`src/rtl/fib_pkg.sv`:
```
// Shared types and constants for the Fibonacci sequence generator.
package fib_pkg;

  localparam int unsigned FIB_SIZE = 4;

  localparam int unsigned F0 = 0;
  localparam int unsigned F1 = 1;

  typedef enum logic [1:0] {
    IDLE = 2'd0,
    EMIT = 2'd1,
    DONE = 2'd2
  } state_t;

endpackage

```
`src/rtl/fib_adder.sv`:
```
// SIZE-bit adder returning the sum and the carry out of the MSB.
module fib_adder
  import fib_pkg::*;
#(
  parameter int unsigned SIZE = FIB_SIZE
) (
  input  logic [SIZE-1:0] i_a,
  input  logic [SIZE-1:0] i_b,
  output logic [SIZE-1:0] o_sum,
  output logic            o_carry
);

  logic [SIZE:0] w_full;

  assign w_full  = {1'b0, i_a} + {1'b0, i_b};
  assign o_sum   = w_full[SIZE-1:0];
  assign o_carry = w_full[SIZE];

endmodule

```
`src/rtl/fib_seq_gen.sv`:
```
// Streams F(0)..F(n) over valid/ready; stops early, flagging ovf, before a term
// that would wrap SIZE bits.
module fib_seq_gen
  import fib_pkg::*;
#(
  parameter int unsigned SIZE = FIB_SIZE
) (
  input  logic            clk,
  input  logic            rst_n,
  input  logic            start,
  input  logic [SIZE-1:0] n,
  input  logic            out_ready,
  output logic            out_valid,
  output logic [SIZE-1:0] out_term,
  output logic [SIZE-1:0] out_idx,
  output logic            busy,
  output logic            done,
  output logic            ovf
);

  state_t          r_state;
  state_t          w_next;
  logic [SIZE-1:0] r_a;
  logic [SIZE-1:0] r_b;
  logic [SIZE-1:0] r_idx;
  logic [SIZE-1:0] r_n_q;
  logic            r_a_ovf;
  logic            r_b_ovf;
  logic            r_ovf;

  logic [SIZE-1:0] w_sum;
  logic            w_carry;
  logic            w_xfer;
  logic            w_last;
  logic            w_stop_ovf;

  fib_adder #(.SIZE(SIZE)) u_adder (
    .i_a    (r_a),
    .i_b    (r_b),
    .o_sum  (w_sum),
    .o_carry(w_carry)
  );

  assign w_xfer     = (r_state == EMIT) && out_ready;
  assign w_last     = (r_idx == r_n_q);
  // b already holds a wrapped term, so the next term must not be shown
  assign w_stop_ovf = r_b_ovf | r_a_ovf;

  always_ff @(posedge clk) begin
    if (!rst_n) r_state <= IDLE;
    else        r_state <= w_next;
  end

  always_comb begin
    w_next = r_state;
    unique case (r_state)
      IDLE:    if (start) w_next = EMIT;
      EMIT:    if (w_xfer && (w_last || w_stop_ovf)) w_next = DONE;
      DONE:    w_next = IDLE;
      default: w_next = IDLE;
    endcase
  end

  always_ff @(posedge clk) begin
    if (!rst_n) begin
      r_a     <= SIZE'(F0);
      r_b     <= SIZE'(F1);
      r_idx   <= '0;
      r_n_q   <= '0;
      r_a_ovf <= 1'b0;
      r_b_ovf <= 1'b0;
      r_ovf   <= 1'b0;
    end else begin
      unique case (r_state)
        IDLE: begin
          if (start) begin
            r_n_q   <= n;
            r_a     <= SIZE'(F0);
            r_b     <= SIZE'(F1);
            r_idx   <= '0;
            r_a_ovf <= 1'b0;
            r_b_ovf <= 1'b0;
            r_ovf   <= 1'b0;
          end
        end
        EMIT: begin
          if (w_xfer && !w_last) begin
            if (w_stop_ovf) begin
              r_ovf <= 1'b1;
            end else begin
              r_a     <= r_b;
              r_b     <= w_sum;
              r_a_ovf <= r_b_ovf;
              r_b_ovf <= r_b_ovf | w_carry;
              r_idx   <= r_idx + SIZE'(1);
            end
          end
        end
        default: ;
      endcase
    end
  end

  assign out_valid = (r_state == EMIT);
  assign busy      = (r_state == EMIT);
  assign done      = (r_state == DONE);
  assign out_term  = r_a;
  assign out_idx   = r_idx;
  assign ovf       = r_ovf;

endmodule

```
`config.mk`:
```
export PLATFORM = sky130hd
export DESIGN_NAME = fib_seq_gen
export DESIGN_NICKNAME = d
export VERILOG_FILES = /design/src/rtl/fib_pkg.sv /design/src/rtl/fib_adder.sv /design/src/rtl/fib_seq_gen.sv
export SDC_FILE = /design/constraint.sdc
export NUM_CORES = 1
export LEC_CHECK = 0
export ABC_AREA = 1
export CELL_PAD_IN_SITES_DETAIL_PLACEMENT = 1
export CELL_PAD_IN_SITES_GLOBAL_PLACEMENT = 1
export CORE_MARGIN = 1
export CORE_UTILIZATION = 37
export CTS_CLUSTER_SIZE = 28
export DETAILED_ROUTE_END_ITERATION = 7
export PLACE_DENSITY_LB_ADDON = 0.1
export SLEW_MARGIN = 25
export SYNTH_ARGS = -nofsm -noshare
export SYNTH_HDL_FRONTEND = slang
export SYNTH_HIERARCHICAL = 1
export SYNTH_SLANG_ARGS = --single-unit
```
`constraint.sdc`:
```
create_clock -name clk -period 1.65 [get_ports clk]
set_input_delay 0.33 -clock clk [delete_from_list [all_inputs] [get_ports clk]]
set_output_delay 0.33 -clock clk [all_outputs]
set_load 0.02 [all_outputs]
```
==> summary.txt <==
Critical path
  – WS Path Type: flop to output port
  – CP peak stage delay: 0.37 ns
  – Worst r2r dst: r_b[2]
  – WP buf/inv: 2
  – Launching point of the worst reg2reg path: out_term[0]
  – Critical path startpoint category: flop
  – Critical Path Sink Type: output port
  – Worst EP required: 1.32 ns
  – Crit-path cells: inv_2 -> nor2_8 -> clkdlybuf4s15_1
  – CP delay by family, top: buffers and inverters
  – Slowest cell on the critical path: dfxtp_1
  – Reg2Reg Depth: 8
  – WP data arrival: 1.23 ns
  – Reg2reg setup slack: 0.14 ns
  – CP Max Fanout: 7

STA
  – Worst-margin pin slew: 0.423 ns
  – Final setup vio count: 0
  – Final Hold Fails: 0
  – Worst relative slew slack: 0.717
  – Setup TNS: 0 ns
  – Crit path time final: 1.56 ns
  – Final Cycle Share: 0.943
  – Unrepaired setup endpoints after global routing: no
  – Slew Limit Fails: 0
  – Post-route clock skew: 0.00231 ns
  – Fmax: 643 MHz

Run status
  – Outcome: finished clean

Drt
  – First drt pass iteration count: 3
  – Drt via density: 4.74
  – Vias: 1143
  – Final ANT Viol Nets: 0
  – DRT iter0 DRCs: 12
  – Drc violations: 0
  – Routed WL: 2970 um
  – Per-cell routed wire length: 12.3 um

GRT
  – Largest net degree at the start of global routing: 15
  – Total GRT Usage: 0.194
  – Vias in the first global route: 1116
  – GRT overflow: 0
  – Initial antenna violation count: 0
  – First-pass GRT wire length: 4980 um

Placement
  – DP Wirelength: 2250 um
  – Placed insts: 237
  – PortBufs: 19
  – DP Area: 1470 um^2
  – Routability congestion estimate: 0.806

Floorplanning
  – Starting density of the core: 0.391
  – Core Area: 3080 um^2
  – Ports: 20
  – Die H: 59.0 um
  – Area of the die: 3490 um^2
  – Core Rows: 20
  – Die width: 59.0 um

Synthesis
  – Synthesized flop and latch total: 21
  – Ys Warns: 6
  – Synthesized area per cell: 6.92 um^2
  – Share of the synthesized area in the top cell type: 0.349
  – Mapped Cells: 174
  – Post-Syn Nets: 188
  – Unique masters post-synth: 21
  – Seq/Total Area, Yosys: 0.349
  – Largest cells by area after synthesis: dfxtp_1 35%, nand2_1 14%, nor2_1 8.1%
  – Post-Syn Area: 1200 um^2
  – Synth area leader: dfxtp_1

Power
  – Peak ir drop on the vdd network: 363 uV
  – Final Total Pwr: 1.38 mW
  – Leak: 0.735 nW
  – Pwr dens: 925 nW/um^2

Clocking
  – Clk root buf: clkbuf_4
  – Deepest clock path buffer count: 2
  – Post-CTS setup buffers: 0
  – TritonCTS Buffers: 3
  – CTS tree: built
  – Clock latency on the worst-skew pair: 0.32 ns
  – Clock transition at the registers of the reported paths: 0.13 ns
  – Clock sink total: 21
  – H-tree depth: 1

Finish
  – Most common cell after layout, fill and taps aside: nand2_1
  – ANT cells: 0
  – Post-layout nets: 212
  – Layout Cells excl Fill: 241
  – Final Util: 0.484
  – Share of layout cells above drive strength 1: 0.157
  – Layout Cell Area excl Fill: 1490 um^2
  – Commonest non-fill, non-tap cells in the layout: 45 x nand2_1, 26 x nor2_1, 18 x inv_1
  – Area Overhead vs Synth: 23.7%

Min path
  – Hold path cells: 2
  – Startpoint of the worst hold path: r_a_ovf
  – WHS Endpoint: r_a_ovf
  – Hold Path Class: flop to flop

Flow run
  – Max Cap Violations: 0
-- power breakdown --
group	internal [mW]	switching (mW)
Combinational	0.201	0.299
Clock	0.0909	0.180
Sequential	0.560	0.0467
-- worst max-delay path by stage --
stage                  endpoint  cells after the start  slack, ns   startpoint
detailed placement  out_term[0]                      7       0.03        start
CTS                         ovf                      1       0.04          ovf
finish                     busy                      3       0.09   r_state[0]
global placement     out_idx[3]                      7       0.07        start
floorplan                r_b[2]                      8       0.10  out_term[0]
global route          out_valid                      3       0.02   r_state[0]
-- sequential cells by signal, summed over array words and instances, names as in the netlist --
signal and count:
ovf 1, r_a_ovf 1, out_term 4, r_b 4
out_idx 4, r_b_ovf 1, r_state 2, r_n_q 4
-- worst min-delay path: stages, from the launching register on --
cell	delay [ns]
dfxtp_1	0.34
nand2_1	0.06
nor2_1	0.03
-- cell type report --
class / instances / area (um^2)
sequential: 21 / 425
clock buffer: 3 / 22.5
clock inverter: 1 / 5.00
tap: 44 / 55.1
timing repair buffer: 26 / 246
inverter: 23 / 86.3
multi-input combinational: 123 / 648
fill: 418 / 1590
-- stage by stage --
step / hold WS (ns) / setup WS (ns)
after floorplan: 0.418 / 0.101
after global placement: 0.429 / 0.0670
after detailed placement: 0.439 / 0.0320
after CTS: 0.458 / 0.0444
after global routing: 0.483 / 0.0170
final: 0.455 / 0.0936
-- per-layer routing --
layer,vias to the layer above,global-route usage,part of all wire
met1,535,0.249,0.50
met3,5,0.0262,0.022
met2,15,0.331,0.47
met5,-,0,0
met4,0,0.0714,0.015
li1,588,-,-
-- kinds of logic after synthesis --
kind of cell    after synthesis  synth area share
simple gates                 97             0.371
compound gates               18            0.0842
buf+inv                      30             0.112
fa+ha+maj                     6            0.0686
flops                        21             0.349
xor+xnor                      2            0.0146
-- synth_stat cells, drive strengths merged --
cell type	n
a21oi	11
buf	6
clkbuf	1
dfxtp	21
fa	1
ha	5
inv	23
nand2	48
nand3	21
nor2	27
o21ai	7
or2	1
xnor2	2
-- repair_timing --
action                     4_1_cts  5_1_grt
setup endpoints to repair       11        5
resized for setup               13        6
hold endpoints to repair         0        0
hold buffers                     0        0
No activity file was read; power rests on OpenSTA's default activity.
